===== src/rtl/game_over_text_ctrl.sv =====
// game_over_text_ctrl
//   Draws a blinking "GAME OVER" overlay from an external font ROM.
//   A two-stage pixel pipeline maps (px, py) to a glyph/row/column lookup
//   and then to a registered overlay bit; a small FSM gates the overlay on
//   and off once per BLINK_FRAMES frames while game_over is held high.
//
// Ports
//   clk         sole clock, all state on rising edge
//   rst         synchronous, active-high reset
//   px, py      current pixel coordinates (10 bits each)
//   video_on    pixel lies in the visible area
//   frame_tick  one-cycle pulse per frame
//   game_over   level, high while the game is over
//   char_idx    glyph select to font ROM (0-8 = G,A,M,E,space,O,V,E,R)
//   row_idx     glyph row to font ROM
//   rom_bits    combinational font ROM row data, bit7 = leftmost pixel
//   text_pixel  overlay pixel on (2 cycles after px/py/video_on)
//   text_active high whenever the FSM is not IDLE
module game_over_text_ctrl #(
   parameter int unsigned TEXT_X0      = 248,
   parameter int unsigned TEXT_Y0      = 232,
   parameter int unsigned SCALE_SHIFT  = 1,
   parameter int unsigned BLINK_FRAMES = 30
) (
   input  logic       clk,
   input  logic       rst,
   input  logic [9:0] px,
   input  logic [9:0] py,
   input  logic       video_on,
   input  logic       frame_tick,
   input  logic       game_over,
   output logic [3:0] char_idx,
   output logic [2:0] row_idx,
   input  logic [7:0] rom_bits,
   output logic       text_pixel,
   output logic       text_active
);

   localparam logic [10:0] X0         = 11'(TEXT_X0);
   localparam logic [10:0] Y0         = 11'(TEXT_Y0);
   localparam logic [10:0] CELL_W     = 11'(8 << SCALE_SHIFT);
   localparam logic [10:0] BOX_W      = 11'(9 * (8 << SCALE_SHIFT));
   localparam logic [7:0]  BLINK_LAST = 8'(BLINK_FRAMES - 1);
   localparam logic [3:0]  CHAR_SPACE = 4'd4;

   typedef enum logic [1:0] {
      IDLE,
      SHOW_ON,
      SHOW_OFF
   } state_t;

   state_t      state_q, state_d;
   logic [7:0]  blink_cnt_q, blink_cnt_d;
   logic        text_active_q, text_active_d;

   logic        in_box_q, in_box_d;
   logic [3:0]  char_idx_q, char_idx_d;
   logic [2:0]  row_idx_q, row_idx_d;
   logic [2:0]  col_q, col_d;
   logic        text_pixel_q, text_pixel_d;

   logic [10:0] px_ext, py_ext;
   logic [10:0] dx, dy;
   logic        in_box;

   // ---------------------------------------------------------------
   // Blink FSM: game_over low wins over everything, including a tick.
   // ---------------------------------------------------------------
   always_comb begin
      state_d     = state_q;
      blink_cnt_d = blink_cnt_q;
      if (!game_over) begin
         state_d     = IDLE;
         blink_cnt_d = '0;
      end else begin
         case (state_q)
            IDLE: begin
               state_d     = SHOW_ON;
               blink_cnt_d = '0;
            end
            SHOW_ON, SHOW_OFF: begin
               if (frame_tick) begin
                  if (blink_cnt_q == BLINK_LAST) begin
                     blink_cnt_d = '0;
                     state_d     = (state_q == SHOW_ON) ? SHOW_OFF : SHOW_ON;
                  end else begin
                     blink_cnt_d = blink_cnt_q + 8'd1;
                  end
               end
            end
            default: begin
               state_d     = IDLE;
               blink_cnt_d = '0;
            end
         endcase
      end
      // Decoded from the next state so text_active tracks the state register.
      text_active_d = (state_d != IDLE);
   end

   // ---------------------------------------------------------------
   // Stage 1: box test and glyph/row/column lookup.
   // dx/dy are 11 bits so a pixel left of / above the box wraps to a
   // large value; the explicit >= tests keep that from matching anyway.
   // ---------------------------------------------------------------
   always_comb begin
      px_ext = {1'b0, px};
      py_ext = {1'b0, py};
      dx     = px_ext - X0;
      dy     = py_ext - Y0;
      in_box = video_on && (px_ext >= X0) && (dx < BOX_W)
                        && (py_ext >= Y0) && (dy < CELL_W);

      in_box_d   = 1'b0;
      char_idx_d = CHAR_SPACE;
      row_idx_d  = '0;
      col_d      = '0;
      if (in_box) begin
         in_box_d   = 1'b1;
         char_idx_d = 4'(dx >> (3 + SCALE_SHIFT));
         row_idx_d  = 3'(dy >> SCALE_SHIFT);
         col_d      = 3'(dx >> SCALE_SHIFT);
      end
   end

   // ---------------------------------------------------------------
   // Stage 2: the ROM answers combinationally for the stage-1 registers,
   // so the overlay bit is selected here using the current blink state.
   // ---------------------------------------------------------------
   always_comb begin
      text_pixel_d = in_box_q && (state_q == SHOW_ON) && rom_bits[3'd7 - col_q];
   end

   always_ff @(posedge clk) begin
      if (rst) begin
         state_q       <= IDLE;
         blink_cnt_q   <= '0;
         text_active_q <= 1'b0;
         in_box_q      <= 1'b0;
         char_idx_q    <= CHAR_SPACE;
         row_idx_q     <= '0;
         col_q         <= '0;
         text_pixel_q  <= 1'b0;
      end else begin
         state_q       <= state_d;
         blink_cnt_q   <= blink_cnt_d;
         text_active_q <= text_active_d;
         in_box_q      <= in_box_d;
         char_idx_q    <= char_idx_d;
         row_idx_q     <= row_idx_d;
         col_q         <= col_d;
         text_pixel_q  <= text_pixel_d;
      end
   end

   assign char_idx    = char_idx_q;
   assign row_idx     = row_idx_q;
   assign text_pixel  = text_pixel_q;
   assign text_active = text_active_q;

endmodule


===== config.mk =====
export PLATFORM = sky130hd
export DESIGN_NAME = game_over_text_ctrl
export DESIGN_NICKNAME = d
export VERILOG_FILES = /design/src/rtl/game_over_text_ctrl.sv
export SDC_FILE = /design/constraint.sdc
export NUM_CORES = 1
export LEC_CHECK = 0
export ABC_AREA = 1
export ABC_CLOCK_PERIOD_IN_PS = 1400
export BUFFER_PORTS_ARGS = -buffer_cell sky130_fd_sc_hd__buf_4
export CORE_MARGIN = 1.5
export CORE_UTILIZATION = 40
export DETAILED_ROUTE_END_ITERATION = 10
export PLACE_DENSITY = 0.63
export RECOVER_POWER = 100
export SLEW_MARGIN = 30
export SYNTH_ARGS = -nofsm -noshare
export SYNTH_HDL_FRONTEND = slang
export SYNTH_SLANG_ARGS = --single-unit

===== constraint.sdc =====
create_clock -name clk -period 1.4 [get_ports clk]
set_input_delay 0.14 -clock clk [delete_from_list [all_inputs] [get_ports clk]]
set_output_delay 0.14 -clock clk [all_outputs]
set_load 0.005 [all_outputs]

==> results of run 1 <==
[timing repair]
action,in CTS,in global routing
resized for setup,1,14
endpoints found under the setup margin,1,11
pin swaps,0,3
setup buffers,0,1
[worst max-delay path by stage]
stage / from / endpoint / slack (ns) / depth (start not counted)
detailed placement: py[3] / row_idx[0] / -0.07 / 13
CTS: state_q[0] / blink_cnt_q[7] / 0.003 / 8
finish: state_q[0] / blink_cnt_q[7] / 0.10 / 8
global route: blink_cnt_q[1] / text_active / -0.008 / 10
floorplan: blink_cnt_q[0] / blink_cnt_q[7] / 0.19 / 8
global placement: py[3] / col_q[1] / -0.04 / 13
[critical path, delay by kind of cell (launching register included)]
kind	cells	cell delay [ns]
DFF	1	0.37
adders and majority gates	1	0.32
and+or+nand+nor	3	0.30
AOI/OAI and AO/OA	2	0.15
buffers and inverters	2	0.12
[metrics by stage]
stage	utilization [%]	power [W]	setup TNS (ns)
3_5_place_dp	55.04	0.0008776	-0.5871
2_1_floorplan	-	0.0007680	0
3_3_place_gp	55.04	0.0008746	-0.3378
4_1_cts	56.10	0.001186	0
5_1_grt	57.28	0.001250	-0.01328
6_report	57.28	0.001166	0
[metal layers]
layer,share of wire (%),global-route usage (%),vias up
li1,-,-,682
met1,47,19.26,536
met2,47,26.71,20
met3,3.2,3.463,5
met4,2.2,8.571,0
met5,0,0,-
[placed cells by master, fill, tap and decap left out, drive strengths merged]
cell type and instances:
o21ai 6, nor2 30, buf 35, a211oi 3, dfxtp 23, o21bai 2, nor3 4, nand4 3
xnor2 2, clkbuf 14, xor2 2, clkinv 1, nand3 11, inv 38, nor3b 1, ha 7
or2 2, nand2 51, a21oi 4, nand3b 1
[registers in the layout (all words and copies together) (netlist names)]
register     flops
text_pixel       1
in_box_q         1
state_q          2
char_idx         4
text_active      1
blink_cnt_q      8
row_idx          3
col_q            3
[where the power goes]
group / total, W / internal, W / switching, W
Combinational: 0.000203 / 0.000108 / 0.0000948
Sequential: 0.000662 / 0.000659 / 0.00000281
Clock: 0.000301 / 0.000107 / 0.000194
Total: 0.00117 / 0.000874 / 0.000292
[cells by family after synthesis]
kind of cell | after synthesis | synth area share [%]
simple gates | 103 | 37.50
fa+ha+maj | 7 | 6.730
flops | 23 | 35.38
compound gates | 15 | 6.730
xor+xnor | 4 | 2.693
buf+inv | 38 | 10.96
[area by class of cell]
cell class / instances / area (µm²) / share of cell area, %
clock buffers: 3 / 22.52 / 1.278
clock inverters: 1 / 5.005 / 0.2839
inverters: 38 / 142.6 / 8.091
multi-input cells: 129 / 734.5 / 41.66
flip-flops and latches: 23 / 465.4 / 26.40
well taps: 44 / 55.05 / 3.123
repair buffers: 46 / 337.8 / 19.16
==> results by stage, run 1 <==
Min path:
- The worst hold path begins at frame_tick.
- The worst hold path terminates at blink_cnt_q[1].
- The hold path depth is 2.
- The min-delay analysis places its worst path in the category input pin to flop.

Floorplan:
- The placeable core region is 0.003078 mm².
- The initial utilization of the core area, before any placement, comes to 42.28%.
- For this design the top-level I/O count stands at 42.
- The die is 60.04 µm tall.
- Row generation in the floorplan step produced 20 rows.
- The horizontal die dimension is 60.04 µm.
- The die covers 0.003604 mm².

GRT:
- The overflow left after global routing is 0.
- The initial antenna violation count came to 0.
- Entering global routing, the biggest net connects 14 pins.
- The number of global-route vias before repair is 1115.
- The total routing usage reported by global routing is 16.09%.
- The global-route wire length before repair is 4.333 mm.

Clocking:
- The clock tree root buffer cell is sky130_fd_sc_hd__clkbuf_4.
- For the worst-skew pair, the clock arrives at the later sink with an insertion delay of 0.31 ns.
- Buffers inserted to repair hold after CTS numbered 0.
- For this design, the sink count on the clock tree is 23.
- The number of clock buffers added by TritonCTS is 3.
- The largest buffer count on any clock path is 2.
- TritonCTS built the clock tree.
- The register clock-pin slew on the reported worst setup and hold paths is 0.12 ns.
- The total number of H-tree levels is 1.

Synthesis:
- In the synthesized netlist the async set-or-reset flop fraction comes to 0%.
- The number of nets in the synthesized netlist is 230.
- The most common cell in the netlist is sky130_fd_sc_hd__nand2_1.
- After technology mapping, the gate count stands at 190.
- Summed over all instances, the cell type with the most area after synthesis is sky130_fd_sc_hd__dfxtp_1.
- Yosys mapped a number of flops with a built-in enable equal to 0.
- Sorting the synthesized cells by area gives the leading types as sky130_fd_sc_hd__dfxtp_1 35%, sky130_fd_sc_hd__nand2_1 14%, sky130_fd_sc_hd__inv_1 11%, sky130_fd_sc_hd__ha_1 6.7%, sky130_fd_sc_hd__nor2_2 5.8%.
- The warning count from the yosys run is 0.
- The top cell type by area accounts for 35.38% of the synthesized area.
- In this run the cell area of the synthesized design comes to 0.001301 mm².
- By count the netlist is led by 49 x sky130_fd_sc_hd__nand2_1, 38 x sky130_fd_sc_hd__inv_1, 23 x sky130_fd_sc_hd__dfxtp_1.
- Synthesis inferred 23 register bits.
- The average footprint of a synthesized cell is 6.849 µm².
- For this run, the register share of the synthesized area comes to 35.38%.
- Synthesis instantiated 24 different standard cells from the library.
- Among all flip-flop cells after synthesis, the most frequent one is sky130_fd_sc_hd__dfxtp_1.

Detailed routing:
- After detailed routing, the number of vias per cell comes to 4.377.
- The number of detailed-routing iterations run before antenna repair is 3.
- The detailed router finished its first iteration with 33 violations.
- The routed layout has 1243 vias.
- Summed over all layers, the routed wires come to 2.519 mm.
- The detailed-route wire length per cell is 8.870 µm.
- The count of nets left with antenna violations once routing finished came out at 0.
- The final routed DRC violation total is 0.

Timing:
- The setup clock skew after layout is 0.002698 ns.
- The actual transition at the worst max-transition pin is 0.2867 ns.
- Across all setup checks in the final design, the least slack found is 0.1018 ns.
- The clock period minus final worst setup slack is 1.298 ns.
- The final critical path takes up 92.73% of the cycle.
- The final hold slack is 0.03266 ns.
- The setup-violating endpoint count in the final report is 0.
- The max-slew violation total from the final report is 0.
- The hold violation count in the final report is 0.
- The tightest slew margin relative to the limit is 80.82%.
- Static timing analysis puts the maximum clock frequency at 0.7703 GHz.

Flow run:
- The number of violations of the max-capacitance limit is 0.

Cells and area:
- The non-filler instance count after layout is 284.
- The fraction of layout instances using a drive strength above 1 is 33.33%.
- The total non-filler cell area in the finished layout is 0.001763 mm².
- The number of antenna diodes is 0.
- The layout overhead on the synthesized area is 35.48%.
- Counting the fill cells in the layout gives 336.
- The net count of the finished layout is 281.

Placed design:
- The number of port buffers is 39.
- At the end of routability-driven placement, the weighted congestion stood at 0.7943.
- At the placement stage, the worst setup path has a slack of -0.06866 ns.
- Detailed placement ended at an HPWL of 2.069 mm.
- The number of placed cells counting well taps is 279.
- The placed instance area is 0.001694 mm².

Critical path:
- The worst setup path is captured at a flop.
- The slowest library cell on the worst path is sky130_fd_sc_hd__dfxtp_2.
- The largest fanout on the critical path is 8.
- Across all register-to-register paths, the minimum setup slack is 0.10 ns.
- STA puts the critical path data required time at 1.66 ns.
- In this run the critical register-to-register path is captured at blink_cnt_q[7].
- The launch point of the worst reg-to-reg path is state_q[0].
- The worst stage delay on the critical path is 0.37 ns.
- The critical path's most frequent cell is sky130_fd_sc_hd__inv_1.
- The number of cells on the worst reg-to-reg path is 8.
- The startpoint-to-endpoint class of the critical path is flop to flop.
- The worst setup path is launched from a flop.
- The arrival time at the worst endpoint is 1.55 ns.
- Traced cell by cell, the critical path runs through inv_1, ha_1, nand2_1, nor2_2, nand2_4, inv_1, o21ai_1, a21oi_1.

Pwr:
- The static power due to leakage is 0.8879 nW.
- The total power divided by cell area is 661.2 mW/mm².
- VDD sags by at most 248.8 µV.

Run status:
- The flow ran to the end, and the final reports show no timing, DRC or antenna violations.
No activity file was read; power rests on OpenSTA's default activity.
==> run 2: changes to the inputs <==
ABC_CLOCK_PERIOD_IN_PS = 1700   (was 1400)
clock period = 1.7 ns   (was 1.4 ns; I/O delays follow)
==> run 2 against run 1 <==
  * Sequential cell count unchanged
  * Combinational power decreased by 26%
  * Core utilization decreased by 3.0 points
  * Fmax decreased by 7.3%
  * Clock skew increased by 0.0020 ns
  * Clock power decreased by 18%
  * Highest routed layer unchanged
==> results by stage, run 2 (synthesis results as in run 1) <==
Cells and area:
- Commonest cells after routing, fill and taps aside: 50 x sky130_fd_sc_hd__nand2_1, 38 x sky130_fd_sc_hd__inv_1, 29 x sky130_fd_sc_hd__buf_4 (was 46 x sky130_fd_sc_hd__nand2_1, 37 x sky130_fd_sc_hd__inv_1, 35 x sky130_fd_sc_hd__buf_4).
- The layout overhead on the synthesized area is 28.27% (was 35.48%).
- The largest register by flop count is blink_cnt_q (unchanged).
- The most frequent standard cell in the layout excluding fill and tap cells is sky130_fd_sc_hd__nand2_1 (unchanged).
- The number of filler cells placed in the layout is 337 (was 336).
- The utilization of the core after routing is 54.23% (was 57.28%).
- The number of flip-flops in the largest register is 8 (unchanged).
- The net count of the finished layout is 275 (was 281).
- The fraction of layout instances using a drive strength above 1 came to 25.21% (was 33.33%).
- The number of antenna diodes was 0 (unchanged).
- The total non-filler cell area in the finished layout is 0.001669 mm² (was 0.001763 mm²).

Floorplan:
- The placeable core region is 0.003078 mm² (unchanged).
- The overall die area is 0.003604 mm² (unchanged).
- The initial cell density of the core is 42.28% (unchanged).
- The cell row count is 20 (unchanged).
- The top-level port count was 42 (unchanged).
- The height of the die is 60.04 µm (unchanged).
- The horizontal die dimension is 60.04 µm (unchanged).

Clocking:
- The largest buffer count on any clock path came to 2 (unchanged).
- The total number of H-tree levels was 1 (unchanged).
- The TritonCTS clock tree is yes (unchanged).
- The buffer count from post-CTS setup fixing is 0 (unchanged).
- The clock tree root buffer cell was sky130_fd_sc_hd__clkbuf_4 (unchanged).
- The CTS buffer count is 3 (unchanged).
- The source-to-sink clock delay at the later pin of the worst-skew pair came to 0.31 ns (about the same).
- The register clock-pin slew on the reported worst setup and hold paths is 0.12 ns (about the same).
- The clock net sink count is 23 (unchanged).

GRT:
- The global-route wire length before repair came to 4.229 mm (was 4.333 mm).
- The initial antenna violation count is 0 (unchanged).
- The pin count of the biggest net entering global routing came to 14 (unchanged).
- The overflow left after global routing came to 0 (unchanged).
- The total routing usage reported by global routing is 15.33% (was 16.09%).
- The number of global-route vias before repair was 1140 (was 1115).

Detailed routing:
- The DRC marker count from the first detailed-route iteration is 37 (was 33).
- The final wirelength was 2.285 mm (was 2.519 mm).
- The final routed DRC violation total was 0 (unchanged).
- The via count was 1207 (was 1243).
- The detailed-route wire length per cell is 8.219 µm (was 8.870 µm).
- The average vias per placed instance is 4.342 (was 4.377).
- The number of detailed-routing iterations run before antenna repair is 4 (was 3).
- The number of nets still failing antenna checks after routing came to 0 (unchanged).

Run status:
- Result of the run: completed (unchanged).

Timing:
- The setup clock skew after layout is 0.004699 ns (was 0.002698 ns).
- The aggregate negative setup slack is 0 ns (unchanged).
- The highest achievable clock rate is 0.7144 GHz (was 0.7703 GHz).
- The ratio of final minimum period to clock period came to 82.34% (was 92.73%).
- Setup repair after global routing left no endpoint under its margin.
- The hold violation count in the final report is 0 (unchanged).
- The clock period minus final worst setup slack came to 1.400 ns (was 1.298 ns).
- The actual transition at the worst max-transition pin is 0.4810 ns (was 0.2867 ns).
- The setup-violating endpoint count in the final report is 0 (unchanged).
- The tightest slew margin relative to the limit is 67.86% (was 80.82%).
- The final hold slack is 0.07314 ns (was 0.03266 ns).
- The max-slew violation total from the final report is 0 (unchanged).

Placed design:
- The number of port buffers is 39 (unchanged).
- The placed instance area is 0.001649 mm² (was 0.001694 mm²).
- The final RePlAce weighted congestion was 0.7955 (was 0.7943).
- The total half-perimeter wirelength after legalization and detailed placement is 1.989 mm (was 2.069 mm).

Flow run:
- The number of violations of the max-capacitance limit is 0 (unchanged).

Critical path:
- Cells traversed along the worst timing path: ha_1, nand2_1, nor3_1, nand2_1, nand2_2, inv_1, o21ai_0, a21oi_1 (was inv_1, ha_1, nand2_1, nor2_2, nand2_4, inv_1, o21ai_1, a21oi_1).
- The startpoint type of the worst setup path is a flop (unchanged).
- The endpoint required time on the critical path is 1.91 ns (was 1.66 ns).
- The worst stage delay on the critical path is 0.40 ns (was 0.37 ns).
- The critical path's most frequent cell was sky130_fd_sc_hd__nand2_1 (was sky130_fd_sc_hd__inv_1).
- The largest fanout on the critical path came to 8 (unchanged).
- The slowest library cell on the worst path is sky130_fd_sc_hd__dfxtp_1 (was sky130_fd_sc_hd__dfxtp_2).
- The element type at the critical path end is a flop (unchanged).
- The startpoint-to-endpoint class of the critical path is flop to flop (unchanged).
- The arrival time at the worst endpoint is 1.61 ns (was 1.55 ns).

Pwr:
- The power after layout is 0.0009415 W (was 0.001166 W).
- The maximum vdd ir drop was 215.9 µV (was 248.8 µV).
- The total power divided by cell area came to 564.1 mW/mm² (was 661.2 mW/mm²).
- The static power due to leakage is 0.8522 nW (was 0.8879 nW).

Min path:
- The class of the worst hold path is input pin to flop (unchanged).
[run 2: power by group]
part	internal (W)	leakage [nW]	total, W	switching, W
Clock	0.0000879	0.0177	0.000248	0.000160
Sequential	0.000542	0.186	0.000544	0.00000203
Combinational	0.0000788	0.649	0.000150	0.0000708
Total	0.000709	0.852	0.000942	0.000233
[run 2: critical path, delay by kind of cell, from the launching register on]
kind | cells | cell delay (ns)
buffers and inverters | 1 | 0.05
flip-flops | 1 | 0.40
AO/OA/AOI/OAI | 2 | 0.12
adder cells (fa/ha/maj) | 1 | 0.17
AND/OR/NAND/NOR | 4 | 0.56
[run 2: worst paths after layout]
| path | cells after the start | from | slack, ns | endpoint |
|---|---|---|---|---|
| worst max register to register | 8 | blink_cnt_q[0] | 0.30 | blink_cnt_q[7] |
| worst min-delay path | 2 | frame_tick | 0.07 | blink_cnt_q[1] |
| worst max-delay path | 8 | blink_cnt_q[0] | 0.30 | blink_cnt_q[7] |
| worst min register to register | 1 | col_q[2] | 0.44 | text_pixel |
[run 2: layout make-up]
class | count | area (µm²) | share of cell area [%]
Clock buffer | 3 | 22.52 | 1.349
Clock inverter | 1 | 5.005 | 0.2999
Inverter | 38 | 142.6 | 8.546
Multi-Input combinational cell | 129 | 688.2 | 41.23
Sequential cell | 23 | 460.4 | 27.59
Tap cell | 44 | 55.05 | 3.298
Timing Repair Buffer | 40 | 295.3 | 17.69
[run 2: per-layer routing]
metal / track usage (%) / share of wire [%]
met1: 16.98 / 45
met5: 0 / 0
met3: 1.948 / 3.0
met4: 7.937 / 2.2
met2: 28.11 / 50
[run 2: per-stage QoR]
stage,cells,worst slack [ns]
final,278,0.3002
after global routing,278,0.08859
after CTS,277,0.2768
after detailed placement,273,0.1908
after global placement,273,0.1813
after floorplan,190,0.4875
[run 2: timing repair]
| action | CTS | global route |
|---|---|---|
| gates resized for setup | 0 | 0 |
| hold buffers | 0 | 1 |
| endpoints found under the setup margin | 0 | 0 |
| hold endpoints to repair | 0 | 1 |
==> run 3: changes to the inputs <==
ABC_AREA = 0   (was 1)
ABC_CLOCK_PERIOD_IN_PS = 1200   (was 1700)
PLACE_DENSITY = 0.67   (was 0.63)
clock period = 1.2 ns   (was 1.7 ns; I/O delays follow)
==> run 3 against run 2 <==
  * The run now ends with negative setup slack left
  * Count of clock-buffer cells in the layout unchanged
  * Die area down 7.9%
  * Sequential cell count unchanged
  * First-iteration DRC count up 11%
  * Synthesized area down 8.4%
  * Sequential share of layout area down 5.7 points
  * Largest cell class unchanged
  * Setup slack worse by 0.51 ns
  * Sequential power up 41%
  * Global-route usage up 7.3 points
  * Clock skew up 0.0014 ns
==> results by stage, run 3 <==
Timing:
- The aggregate negative setup slack was -2.080 ns (was 0 ns).
- The hold violation count in the final report is 0 (unchanged).
- The max-slew violation total from the final report is 0 (unchanged).
- The setup clock skew after layout came to 0.006065 ns (was 0.004699 ns).
- After layout, the worst path uses 117.3% of the clock period.
- The setup-violating endpoint count in the final report is 22 (was 0).
- The routed design could run at a clock period as short as 1.407 ns.
- Setup repair after global routing missed its margin: yes (was no).
- The tightest slew margin relative to the limit came to 75.21% (was 67.86%).
- The highest achievable clock rate is 0.7107 GHz.
- The setup slack of the critical path after layout came to -0.2072 ns (was 0.3002 ns).
- The final hold slack is 0.02665 ns (was 0.07314 ns).
- The actual transition at the worst max-transition pin was 0.3693 ns (was 0.4810 ns).

Critical path:
- The number of cells on the worst reg-to-reg path is 6 (was 8).
- The beginning of the critical path is px[4] (was blink_cnt_q[0]).
- The launch point of the worst reg-to-reg path is blink_cnt_q[1] (was blink_cnt_q[0]).
- The worst-case register-to-register setup slack is -0.16 ns (was 0.30 ns).
- The startpoint type of the worst setup path was an input pin (was flop).
- The element type at the critical path end is a flop (unchanged).
- The destination of the worst register-to-register timing path is state_q[0] (was blink_cnt_q[7]).
- The startpoint-to-endpoint class of the critical path is input pin to flop (was flop to flop).
- The termination of the worst setup path is char_idx[2] (was blink_cnt_q[7]).
- The largest fanout on the critical path came to 3 (was 8).
- The arrival time at the worst endpoint was 1.61 ns (about the same).
- The endpoint required time on the critical path is 1.41 ns (was 1.91 ns).

Synthesis:
- The average footprint of a synthesized cell came to 9.316 µm² (was 6.849 µm²).
- The largest area contributor in the synthesized netlist is sky130_fd_sc_hd__dfxtp_1 (unchanged).
- The synthesized flop and latch total is 23 (unchanged).
- The post-synthesis cell area was 0.001192 mm² (was 0.001301 mm²).
- The sequential-to-total area share from yosys stat is 38.61% (was 35.38%).
- The top cell type's share of synthesized area is 38.61% (was 35.38%).
- The proportion of register bits with asynchronous set or reset after synthesis was 0% (unchanged).
- The most used flip-flop cell after synthesis was sky130_fd_sc_hd__dfxtp_1 (unchanged).
- The synthesized net count is 168 (was 230).
- The cell count after synthesis is 128 (was 190).
- Biggest area contributors in the synthesized netlist: sky130_fd_sc_hd__dfxtp_1 39%, sky130_fd_sc_hd__ha_1 7.3%, sky130_fd_sc_hd__nor4b_1 5.1%, sky130_fd_sc_hd__xor2_1 5.1%, sky130_fd_sc_hd__xnor2_1 4.4% (was sky130_fd_sc_hd__dfxtp_1 35%, sky130_fd_sc_hd__nand2_1 14%, sky130_fd_sc_hd__inv_1 11%, sky130_fd_sc_hd__ha_1 6.7%, sky130_fd_sc_hd__nor2_2 5.8%).
- Leading cell types by count after synthesis: 23 x sky130_fd_sc_hd__dfxtp_1, 9 x sky130_fd_sc_hd__inv_1, 9 x sky130_fd_sc_hd__nand2_1 (was 49 x sky130_fd_sc_hd__nand2_1, 38 x sky130_fd_sc_hd__inv_1, 23 x sky130_fd_sc_hd__dfxtp_1).
- The most common cell in the netlist is sky130_fd_sc_hd__dfxtp_1 (was sky130_fd_sc_hd__nand2_1).
- The warning count from the yosys run is 0 (unchanged).
- The count of cell types in the netlist came to 35 (was 24).
- The number of enable-type register cells in the synthesized netlist was 0 (unchanged).

Placed design:
- The setup slack at placement came to -0.4749 ns (was 0.1908 ns).
- The number of placed cells counting well taps came to 224 (was 273).
- The total half-perimeter wirelength after legalization and detailed placement was 2.481 mm (was 1.989 mm).
- The number of port buffers is 39 (unchanged).
- The final RePlAce weighted congestion is 0.8096 (was 0.7955).

Run status:
- The final reports fail on negative setup slack.
- Result of the run: finished, violations left (was completed).

Cells and area:
- The non-filler instance count after layout is 236 (was 278).
- The most frequent standard cell in the layout excluding fill and tap cells was sky130_fd_sc_hd__buf_4 (was sky130_fd_sc_hd__nand2_1).
- The fraction of layout instances using a drive strength above 1 is 60.00% (was 25.21%).
- The net count of the finished layout is 246 (was 275).
- The layout overhead on the synthesized area is 78.91% (was 28.27%).
- The largest register by flop count is blink_cnt_q (unchanged).
- Commonest cells after routing, fill and taps aside: 59 x sky130_fd_sc_hd__buf_4, 20 x sky130_fd_sc_hd__dfxtp_1, 10 x sky130_fd_sc_hd__clkbuf_4 (was 50 x sky130_fd_sc_hd__nand2_1, 38 x sky130_fd_sc_hd__inv_1, 29 x sky130_fd_sc_hd__buf_4).
- The number of antenna diodes is 0 (unchanged).
- The number of flip-flops in the largest register is 8 (unchanged).

Detailed routing:
- The number of detailed-routing iterations run before antenna repair is 4 (unchanged).
- The number of nets still failing antenna checks after routing is 0 (unchanged).
- The average vias per placed instance came to 5.335 (was 4.342).
- The via count was 1259 (was 1207).
- The final wirelength is 3.688 mm (was 2.285 mm).
- The detailed-route wire length per cell is 15.63 µm (was 8.219 µm).
- The final routed DRC violation total is 0 (unchanged).
- The DRC marker count from the first detailed-route iteration is 41 (was 37).

Clocking:
- The clock tree root buffer cell is sky130_fd_sc_hd__clkbuf_4 (unchanged).
- The register clock-pin slew on the reported worst setup and hold paths is 0.13 ns (was 0.12 ns).
- The source-to-sink clock delay at the later pin of the worst-skew pair was 0.31 ns (about the same).
- The largest buffer count on any clock path is 2 (unchanged).
- The clock net sink count was 23 (unchanged).
- The CTS buffer count is 3 (unchanged).
- The TritonCTS clock tree is yes (unchanged).
- The total number of H-tree levels is 1 (unchanged).

Floorplan:
- The initial cell density of the core is 42.87% (was 42.28%).
- The horizontal die dimension is 57.60 µm (was 60.04 µm).
- The height of the die is 57.60 µm (was 60.04 µm).
- The placeable core region is 0.002781 mm² (was 0.003078 mm²).
- The cell row count is 19 (was 20).
- The overall die area is 0.003318 mm² (was 0.003604 mm²).
- The top-level port count is 42 (unchanged).

GRT:
- The global-route wire length before repair is 5.713 mm (was 4.229 mm).
- The overflow left after global routing was 0 (unchanged).
- The number of global-route vias before repair came to 1299 (was 1140).
- The pin count of the biggest net entering global routing was 14 (unchanged).
- The total routing usage reported by global routing came to 22.66% (was 15.33%).
- The initial antenna violation count is 0 (unchanged).

Pwr:
- The total power divided by cell area was 721.0 mW/mm² (was 564.1 mW/mm²).
- The maximum vdd ir drop is 941.7 µV (was 215.9 µV).
- The static power due to leakage is 0.8540 nW (was 0.8522 nW).

Min path:
- The hold path depth is 2 (unchanged).
- The class of the worst hold path was input pin to flop (unchanged).

Flow run:
- The number of violations of the max-capacitance limit is 0 (unchanged).
## run 3: cell types whose count changed after synthesis, sizes merged, moves of 4 or more
cell	previous run	this run
o21ai	6	2
inv	38	9
nor4b	0	7
nand3	11	6
nand2	51	9
xnor2	2	6
nor4	0	5
xor2	2	7
nor2	30	8
## run 3: logic make-up after synthesis
| kind of cell | share of synthesized area (%) |
|---|---|
| and+or+nand+nor | 24.66 |
| AOI/OAI and AO/OA | 9.130 |
| DFF | 38.61 |
| muxes | 5.561 |
| xor gates and xnor gates | 9.549 |
| adders and majority gates | 7.345 |
| buffers and inverters | 5.141 |
## run 3: through the flow
stage | area [µm²] | utilization [%] | power, W
finish | 2133 | 76.70 | 0.001538
global route | 2133 | 76.70 | 0.001618
CTS | 1956 | 70.31 | 0.001479
detailed placement | 1774 | 63.79 | 0.001091
global placement | 1774 | 63.79 | 0.001077
floorplan | 1237 | - | 0.0009130
## run 3: timing repair
item,4_1_cts,5_1_grt
setup endpoints to repair,22,21
gates resized for setup,30,29
hold endpoints to repair,1,0
buffers inserted,0,6
hold buffers,1,0
pin swaps,12,12
cloned,1,0
## run 3: final cells by class
class	instances	area [µm²]
Clock inverter	1	5.005
Tap cell	31	38.79
Fill cell	193	648.1
Clock buffer	3	22.52
Multi-Input combinational cell	91	939.7
Sequential cell	23	466.7
Timing Repair Buffer	78	621.8
Inverter	9	38.79
## run 3: routing by layer
| metal | GRT usage (%) | up-vias | routed length (µm) |
|---|---|---|---|
| met4 | 6.312 | 0 | 90 |
| met5 | 0 | - | 0 |
| met1 | 24.50 | 587 | 1361 |
| met3 | 5.896 | 12 | 167 |
| met2 | 42.86 | 39 | 2068 |
| li1 | - | 621 | - |
## run 3: where the power goes
part | switching (W) | total [W] | internal, W
Combinational | 0.000186 | 0.000412 | 0.000226
Sequential | 0.00000288 | 0.000769 | 0.000766
Clock | 0.000232 | 0.000357 | 0.000125
Total | 0.000421 | 0.00154 | 0.00112
## run 3: worst min path at each step
stage	startpoint	end	slack, ns
after floorplan	rst	text_pixel	0.20
after global placement	px[3]	col_q[2]	0.33
after detailed placement	px[3]	col_q[2]	0.33
after CTS	frame_tick	blink_cnt_q[1]	0.02
after global routing	frame_tick	blink_cnt_q[1]	0.005
final	frame_tick	blink_cnt_q[1]	0.03
## run 3: worst max-delay path: stages
cell	delay (ns)
sky130_fd_sc_hd__buf_8	0.10
sky130_fd_sc_hd__ha_4	0.22
sky130_fd_sc_hd__buf_4	0.13
sky130_fd_sc_hd__a21oi_1	0.21
sky130_fd_sc_hd__a2bb2oi_2	0.16
sky130_fd_sc_hd__a311oi_2	0.15
sky130_fd_sc_hd__or4b_1	0.51
